===== src/rtl/bus_pkg.sv =====
// Shared definitions for the MMIO bus: FSM state encoding, default
// slave address map and default response timeout.
package bus_pkg;

    typedef enum logic [1:0] {
        IDLE  = 2'd0,
        ISSUE = 2'd1,
        WAIT  = 2'd2,
        RESP  = 2'd3
    } bus_state_t;

    localparam int unsigned DEF_NSLV = 3;

    // Slave i occupies bits [32i+31:32i]
    localparam logic [95:0] DEF_SLV_BASE = {32'hB000_0000, 32'hA000_0000, 32'h8000_0000};
    localparam logic [95:0] DEF_SLV_MASK = {3{32'hF800_0000}};

    localparam int unsigned DEF_TMO = 255;

    // Timeout counter width, large enough for the maximum TMO of 65535
    localparam int unsigned CNT_W = 16;

endpackage


===== src/rtl/addr_dec.sv =====
// Combinational address decoder: matches a 64-bit byte address against
// per-slave base/mask pairs; only the low 4 GiB is mappable and the lowest
// matching slave index wins.
module addr_dec #(
    parameter int unsigned NSLV = 3
) (
    input  logic [63:0]          addr,
    input  logic [32*NSLV-1:0]   base,
    input  logic [32*NSLV-1:0]   mask,
    output logic                 hit,
    output logic [NSLV-1:0]      sel
);

    // Priority match, first hit in ascending index order is kept
    always_comb begin
        hit = 1'b0;
        sel = '0;
        if (addr[63:32] == 32'h0) begin
            for (int unsigned i = 0; i < NSLV; i++) begin
                if (!hit && ((addr[31:0] & mask[32*i +: 32]) == base[32*i +: 32])) begin
                    hit    = 1'b1;
                    sel[i] = 1'b1;
                end
            end
        end
    end

endmodule


===== src/rtl/mmio_bus.sv =====
// Single-outstanding MMIO bridge from a CPU access port to NSLV slave
// channels. Requests are decoded and registered on acceptance, the selected
// slave gets a one-cycle select pulse, and exactly one response (data, slave
// error, decode error or timeout) is returned per accepted request.
module mmio_bus
    import bus_pkg::*;
#(
    parameter int unsigned          NSLV     = DEF_NSLV,
    parameter int unsigned          DATA_W   = 64,
    parameter logic [32*NSLV-1:0]   SLV_BASE = DEF_SLV_BASE,
    parameter logic [32*NSLV-1:0]   SLV_MASK = DEF_SLV_MASK,
    parameter int unsigned          TMO      = DEF_TMO
) (
    input  logic                    clk,
    input  logic                    rst,

    input  logic                    acs_req,
    output logic                    acs_ready,
    input  logic                    acs_wr,
    input  logic [DATA_W/8-1:0]     acs_bytes,
    input  logic [63:0]             acs_addr,
    input  logic [DATA_W-1:0]       acs_wdata,
    output logic                    acs_rvalid,
    output logic [DATA_W-1:0]       acs_rdata,
    output logic                    acs_error,

    output logic [NSLV-1:0]         slv_cen,
    output logic                    slv_wr,
    output logic [DATA_W/8-1:0]     slv_strb,
    output logic [31:0]             slv_addr,
    output logic [DATA_W-1:0]       slv_wdata,
    input  logic [NSLV-1:0]         slv_rvalid,
    input  logic [NSLV*DATA_W-1:0]  slv_rdata,
    input  logic [NSLV-1:0]         slv_error
);

    localparam int unsigned      SW     = DATA_W / 8;
    localparam logic [CNT_W-1:0] TMO_M1 = CNT_W'(TMO - 1);

    bus_state_t         state_q, state_d;
    logic [CNT_W-1:0]   cnt_q, cnt_d;
    logic [NSLV-1:0]    sel_q;
    logic [DATA_W-1:0]  rdata_q, rdata_d;
    logic               err_q, err_d;

    logic               dec_hit;
    logic [NSLV-1:0]    dec_sel;
    logic [31:0]        dec_mask;
    logic               accept;
    logic               rsp_hit;
    logic               rsp_err;
    logic [DATA_W-1:0]  rsp_data;

    addr_dec #(
        .NSLV (NSLV)
    ) u_addr_dec (
        .addr (acs_addr),
        .base (SLV_BASE),
        .mask (SLV_MASK),
        .hit  (dec_hit),
        .sel  (dec_sel)
    );

    assign accept = acs_req && (state_q == IDLE);

    // Mask of the decoded slave, used to strip its region bits from the address
    always_comb begin
        dec_mask = '0;
        for (int unsigned i = 0; i < NSLV; i++) begin
            if (dec_sel[i]) begin
                dec_mask = dec_mask | SLV_MASK[32*i +: 32];
            end
        end
    end

    // Response from the selected channel only; other channels are ignored
    always_comb begin
        rsp_data = '0;
        for (int unsigned i = 0; i < NSLV; i++) begin
            if (sel_q[i]) begin
                rsp_data = rsp_data | slv_rdata[DATA_W*i +: DATA_W];
            end
        end
        rsp_hit = |(slv_rvalid & sel_q);
        rsp_err = |(slv_error & sel_q);
    end

    // Next-state, timeout counter and response latch logic
    always_comb begin
        state_d = state_q;
        cnt_d   = cnt_q;
        rdata_d = rdata_q;
        err_d   = err_q;
        case (state_q)
            IDLE: begin
                if (acs_req) begin
                    if (dec_hit) begin
                        state_d = ISSUE;
                    end else begin
                        state_d = RESP;
                        rdata_d = '0;
                        err_d   = 1'b1;
                    end
                end
            end
            ISSUE: begin
                if (rsp_hit) begin
                    state_d = RESP;
                    rdata_d = slv_wr ? '0 : rsp_data;
                    err_d   = rsp_err;
                end else begin
                    state_d = WAIT;
                    cnt_d   = '0;
                end
            end
            WAIT: begin
                // A response in the final counted cycle takes priority over timeout
                if (rsp_hit) begin
                    state_d = RESP;
                    rdata_d = slv_wr ? '0 : rsp_data;
                    err_d   = rsp_err;
                end else if (cnt_q == TMO_M1) begin
                    state_d = RESP;
                    rdata_d = '0;
                    err_d   = 1'b1;
                end else begin
                    cnt_d = cnt_q + 1'b1;
                end
            end
            RESP: begin
                state_d = IDLE;
            end
            default: begin
                state_d = IDLE;
            end
        endcase
    end

    // State, counter and response registers
    always_ff @(posedge clk or posedge rst) begin
        if (rst) begin
            state_q <= IDLE;
            cnt_q   <= '0;
            rdata_q <= '0;
            err_q   <= 1'b0;
        end else begin
            state_q <= state_d;
            cnt_q   <= cnt_d;
            rdata_q <= rdata_d;
            err_q   <= err_d;
        end
    end

    // Request fields and slave select captured on acceptance
    always_ff @(posedge clk or posedge rst) begin
        if (rst) begin
            sel_q     <= '0;
            slv_wr    <= 1'b0;
            slv_strb  <= '0;
            slv_addr  <= '0;
            slv_wdata <= '0;
        end else if (accept) begin
            sel_q     <= dec_sel;
            slv_wr    <= acs_wr;
            slv_strb  <= acs_bytes[SW-1:0];
            slv_addr  <= acs_addr[31:0] & ~dec_mask;
            slv_wdata <= acs_wdata;
        end
    end

    // Outputs decoded from state; response fields forced to zero outside RESP
    always_comb begin
        acs_ready  = (state_q == IDLE);
        acs_rvalid = (state_q == RESP);
        acs_rdata  = (state_q == RESP) ? rdata_q : '0;
        acs_error  = (state_q == RESP) ? err_q : 1'b0;
        slv_cen    = (state_q == ISSUE) ? sel_q : '0;
    end

endmodule

===== config.mk =====
export PLATFORM = sky130hd
export DESIGN_NAME = mmio_bus
export DESIGN_NICKNAME = d
export VERILOG_FILES = /design/src/rtl/bus_pkg.sv /design/src/rtl/addr_dec.sv /design/src/rtl/mmio_bus.sv
export SDC_FILE = /design/constraint.sdc
export NUM_CORES = 1
export LEC_CHECK = 0
export CORE_AREA = 2 2 201 203
export DETAILED_ROUTE_END_ITERATION = 10
export DIE_AREA = 0 0 203 205
export PLACE_DENSITY = 0.66
export SLEW_MARGIN = 10
export SYNTH_ARGS = -nofsm -noshare
export SYNTH_HDL_FRONTEND = slang
export SYNTH_HIERARCHICAL = 1
export SYNTH_SLANG_ARGS = --single-unit

===== constraint.sdc =====
create_clock -name clk -period 10.2 [get_ports clk]
set_input_delay 2.04 -clock clk [delete_from_list [all_inputs] [get_ports clk]]
set_output_delay 2.04 -clock clk [all_outputs]
set_load 0.005 [all_outputs]

# Word level (Yosys, flattened, before mapping)
# Cells that the tools add are included.
totals:
  reg_bits: 191
  out_inout_bits: 175
  word_cells: 85
classes:
  add_sub_neg: 1
  n_eq_ne: 14
  mux: 41
  bitwise_logic: 6
  reduce_logical: 14
ops:
  columns: ["cell", "count"]
  rows:
  - ["2-to-1 mux 64 bit", 10]
  - ["one-hot mux 64 bit (3 select lines)", 1]
  - ["OR 64 bit", 2]
  - ["2-to-1 mux 32 bit", 3]
  - ["2-to-1 mux 16 bit", 3]
  - ["AND 32 bit", 1]
  - ["logical NOT 32 bit", 1]
  - ["NOT 32 bit", 1]
  - ["one-hot mux 16 bit (2 select lines)", 1]
  - ["adder 16 x 1 -> 16 bit (second input constant)", 1]
  - ["equality test 16 x 8 -> 1 bit (second input constant)", 1]
  - ["equality test 5 bit (second input constant)", 3]
  - ["2-to-1 mux 1 bit", 15]
  - ["inequality test 2 bit (second input constant)", 6]
  - ["2-to-1 mux 2 bit", 4]
  - ["one-hot mux 2 bit (4 select lines)", 1]
  - ["AND 3 bit", 2]
  - ["2-to-1 mux 3 bit", 2]
  - ["OR reduction 3 bit", 2]
  - ["AND reduction 5 bit", 1]
  - ["equality test 2 bit (second input constant)", 2]
  - ["AND reduction 4 bit", 1]
  - ["logical AND 1 bit", 3]
  - ["inequality test 3 bit (second input constant)", 1]
  - ["other kinds (7)", 8]

# Longest topological paths before layout
depth:
  ltp_word: 16
  ltp_mapped: 10
  depth_no_buf: 8

# Cells and area by module
# The synthesis kept the hierarchy.
by_module_without_submodules:
  columns: ["module", "n_inst", "cells_per_inst", "area_per_inst_um2"]
  rows:
  - ["mmio_bus", 1, 734, 9036.2]
  - ["addr_dec", 1, 271, 1869.3]

# Worst setup path before layout
# Ideal clock, no wire load.
synth_path:
  path_kind: "input port to flip-flop"
  start: "input acs_addr[31]"
  end: "register rdata_q[1]"
  setup_time_ns: 0.125
  t_arrival_ns: 4.122
  required_ns: 10.075
  path_slack_ns: 5.953
  path_stages: 10
  n_path_buf: 2
  path_cell_list: "and3_1 -> o22a_1 -> nand4_1 -> nor4_4 -> o31a_1 -> a221o_1 -> a211oi_1 -> buf_2 -> buf_4 -> mux2_2"
synth_between:
  elab_chain_cells: 13
  word_cells_on_any_way: 15
synth_rtl:
  columns: ["element", "line_no", "text"]
  rows:
  - ["start, declared", "mmio_bus.sv:21", "input logic [63:0] acs_addr,"]
  - ["equality test 5 bit", "addr_dec.sv:20", "if (!hit && ((addr[31:0] & mask[32*i +: 32]) == base[32*i +: 32])) begin"]
  - ["2-to-1 mux 1 bit", "addr_dec.sv:20", null]
  - ["2-to-1 mux 1 bit", "addr_dec.sv:18", "if (addr[63:32] == 32'h0) begin"]
  - ["logical NOT 1 bit", "addr_dec.sv:20", null]
  - ["logical AND 1 bit", "addr_dec.sv:20", null]
  - ["2-to-1 mux 1 bit", "addr_dec.sv:20", null]
  - ["2-to-1 mux 1 bit", "addr_dec.sv:18", null]
  - ["logical NOT 1 bit", "addr_dec.sv:20", null]
  - ["logical AND 1 bit", "addr_dec.sv:20", null]
  - ["2-to-1 mux 1 bit *", "addr_dec.sv:20", null]
  - ["2-to-1 mux 1 bit *", "addr_dec.sv:18", null]
  - ["net dec_hit", "mmio_bus.sv:46", "logic dec_hit;"]
  - ["inequality test 2 bit (no source line) *", null, null]
  - ["AND reduction 5 bit (no source line) *", null, null]
  - ["end signal, assigned", "mmio_bus.sv:149", "rdata_q <= rdata_d;"]
  - ["end, declared", "mmio_bus.sv:43", "logic [DATA_W-1:0] rdata_q, rdata_d;"]
# The timed path passes the listed nets; every way through them passes the cells marked *. The select of a mux whose other input is x is not followed.
# A chain may end at the register's enable or synchronous reset.

# Worst setup path in the final report
layout_path:
  start: "input acs_addr[29]"
  end: "register rdata_q[48]"
# The elaborated chain is that of the path after synthesis.

==> impl_metrics.csv <==
group,metric,value,unit
status,status,"finished, final reports clean",
route,wl,42930,um
sta,hold_viol_final,0,
global_route,grt_overflow,0,
sta,timing.final.crit_share,49.52,%
cells_and_area,final_common_cell,"clkdlybuf4s50_1",
floorplanning,start_util,27.70,%
setup_path,cp_slowest_cell,"buf_4",
logic_synthesis,async_flop_share,100.0,%
logic_synthesis,synthAdderAreaFrac,0.6884,%
power_and_ir_drop,p_per_area,170.9,nW/um^2
cells_and_area,drive_above_1_share,10.63,%
sta,max_slew_margin,37.32,%
logic_synthesis,yosysSeqAreaShare,43.83,%
cts,clk_pin_slew,0.07,ns
logic_synthesis,syn_inst,1005,
route,drc,0,
cells_and_area,areaGrowthSynthToFinish,70.41,%
power_and_ir_drop,p_leak,8.340,nW
floorplanning,fp.dieH,205,um
cts,clk_path_buf_depth,2,
sta,min_period,5.051,ns
setup_path,slowest_delay,0.69,ns
logic_synthesis,syn_area,10910,sq um
route,num_vias,10980,
floorplanning,pin_count,513,
setup_path,critPathBufInv,2,
setup_path,cp_data_arrival_time,5.40,ns
cts,cts_tree,"built",
route,ant_nets,0,
setup_path,crit_chain,"clkdlybuf4s50_1 -> a21oi_1 -> o22a_1 -> nand4_1 -> nor4_4 -> o31a_1 -> a221o_1 -> a211oi_4 -> buf_4 -> mux2_2",
cts,cts_setup_buffers,0,
sta,rsz0062_at_grt,"false",
cts,cts-resized-gates,0,
setup_path,start_kind,"input pin",
logic_synthesis,synth_warnings,6,
placement,place_ws,4.685,ns
cts,cts.htree.levels,4,
logic_synthesis,synth_xor_xnor_area_share,0,%
cts,cts_hold_buf,0,
cts,cts_made_buffers,17,
cts,insertion_delay,0.47,ns
route,first_iter_violations,794,
global_route,grt_pass1_wl,63160,um
logic_synthesis,synth_top_family_by_area,"compound AO/OA/AOI/OAI gates",
hold_path,hp-class,"reg -> reg",
route,firstDrtPassIters,9,
logic_synthesis,synth_edf_count,0,
placement,io_buffers,512,
route,routedWlPerCell,17.79,um
placement,hpwl,33390,um
route,vias_per_cell,4.550,
logic_synthesis,synth_mux_area_share,17.79,%
floorplanning,rows,73,
logic_synthesis,synthSimpleGateAreaFrac,17.04,%
flow_run,drv_cap,0,
cts,cts_sinks,191,
global_route,track_usage,20.12,%
setup_path,crit_required,10.55,ns
sta,tightest_slew,0.9403,ns
logic_synthesis,synth_flop_cell,"dfrtp_1",
global_route,grt_max_degree,124,
power_and_ir_drop,irDropWorstVdd,152.2,uV
setup_path,end_kind,"flip-flop",
global_route,grt_antenna_before_repair,11,
cts,root_buffer,"clkbuf_16",
logic_synthesis,yosysUniqueCellTypes,51,
cells_and_area,final_cell_mix,"clkdlybuf4s50_1, conb_1, dfrtp_1, mux2_2, and2_1",
logic_synthesis,ys_ff_latch,191,
sta,drv_slew,0,
sta,tns,0,ns
sta,fin_skew,0.01011,ns
setup_path,cp_top_family,"buffers and inverters",
cells_and_area,finalNetCount,2213,
logic_synthesis,synth_compound_area_share,17.89,%
sta,finalSetupViolations,0,
global_route,grt_pass1_vias,11020,
floorplanning,coreArea,39370,sq um
floorplanning,die_w,203,um
placement,place_congestion,0.8249,
logic_synthesis,syn_avg_cell_area,10.85,sq um
floorplanning,die_area,41620,sq um
setup_path,worstPathMaxFanout,65,
sta,layout_setup_ws,5.149,ns
sta,max_freq,198.0,MHz
setup_path,critPathKind,"in -> reg",
[synth_stat cells (10+ instances only)]
library cell | instances | area, sq um
and2_1 | 70 | 437.9
buf_2 | 10 | 50.05
nand4_1 | 18 | 112.6
a211oi_1 | 23 | 172.7
dfrtp_1 | 191 | 4780
and3_1 | 50 | 312.8
nor2_1 | 66 | 247.7
and3b_1 | 25 | 219.0
mux2_1 | 28 | 315.3
clkbuf_1 | 42 | 157.7
a222oi_1 | 66 | 660.6
nor4_1 | 13 | 81.33
o22a_1 | 24 | 210.2
mux2_2 | 139 | 1565
nand3_1 | 28 | 140.1
a21boi_0 | 24 | 180.2
nand2_1 | 12 | 45.04
a21oi_1 | 60 | 300.3
inv_1 | 10 | 37.54
a21o_1 | 23 | 172.7
[worst paths after layout]
kind                         startpoint            end  slack, ns  cells past startpoint
hold / removal              rdata_q[38]    rdata_q[38]       0.48                      1
max in group asynchronous           rst       sel_q[0]       6.47                      3
setup reg to reg               sel_q[0]    rdata_q[48]       6.64                      7
setup / recovery           acs_addr[29]    rdata_q[48]       5.15                     10
min in group asynchronous           rst  slv_wdata[37]       2.14                      2
hold reg to reg             rdata_q[38]    rdata_q[38]       0.48                      1
[layer usage]
metal	share of wire [%]	vias to the layer above	track usage [%]
met1	39	5275	22.56
met3	7.1	71	6.332
li1	-	5252	-
met4	3.8	8	9.698
met5	0.14	-	0
met2	50	374	34.69
[stage by stage]
step                cells  cell area (sq um)  power, W  hold slack, ns  utilization (%)
floorplan            1387              12340  0.001740          0.4489                -
global placement     2375              17970  0.002465          0.4584            45.65
detailed placement   2375              17970  0.002496          0.4669            45.65
CTS                  2407              18570  0.003209          0.4838            47.17
global route         2411              18580  0.003359          0.4918            47.20
finish               2413              18580  0.003175          0.4804            47.21
[final cells by class]
class	count	area [sq um]
clock buffer	17	425.4
antenna	6	15.01
timing repair buffer	522	5200
inverter	10	45.04
fill	3696	20780
tap	525	656.9
sequential	191	4783
multi-input combinational	1127	7287
clock inverter	15	171.4
[worst reg2reg max path: cells and delay by family (launching register included)]
kind                   cells  cell delay [ns]
buffers and inverters      3             1.55
AOI/OAI and AO/OA          3             0.97
muxes                      1             0.53
DFF                        1             0.38
[power by group]
group | switching [W] | internal (W) | leakage, nW
Combinational | 0.000558 | 0.000814 | 5.61
Sequential | 0.000123 | 0.000983 | 2.44
Clock | 0.000348 | 0.000351 | 0.293
Total | 0.00103 | 0.00215 | 8.34
[cells by family (layout without fill, tap and decap cells)]
group	Yosys count	count (layout)
muxes	173	173
buffers and inverters	69	564
other	2	390
adders and majority gates	6	6
AOI/OAI and AO/OA	251	251
and+or+nand+nor	313	313
DFF	191	191
[state kept, by name, indices dropped and copies added (netlist names)]
name	count
sel_q	3
slv_addr	32
state_q	2
cnt_q	16
slv_wr	1
slv_wdata	64
rdata_q	64
err_q	1
slv_strb	8
(Power assumes the default switching activity.)
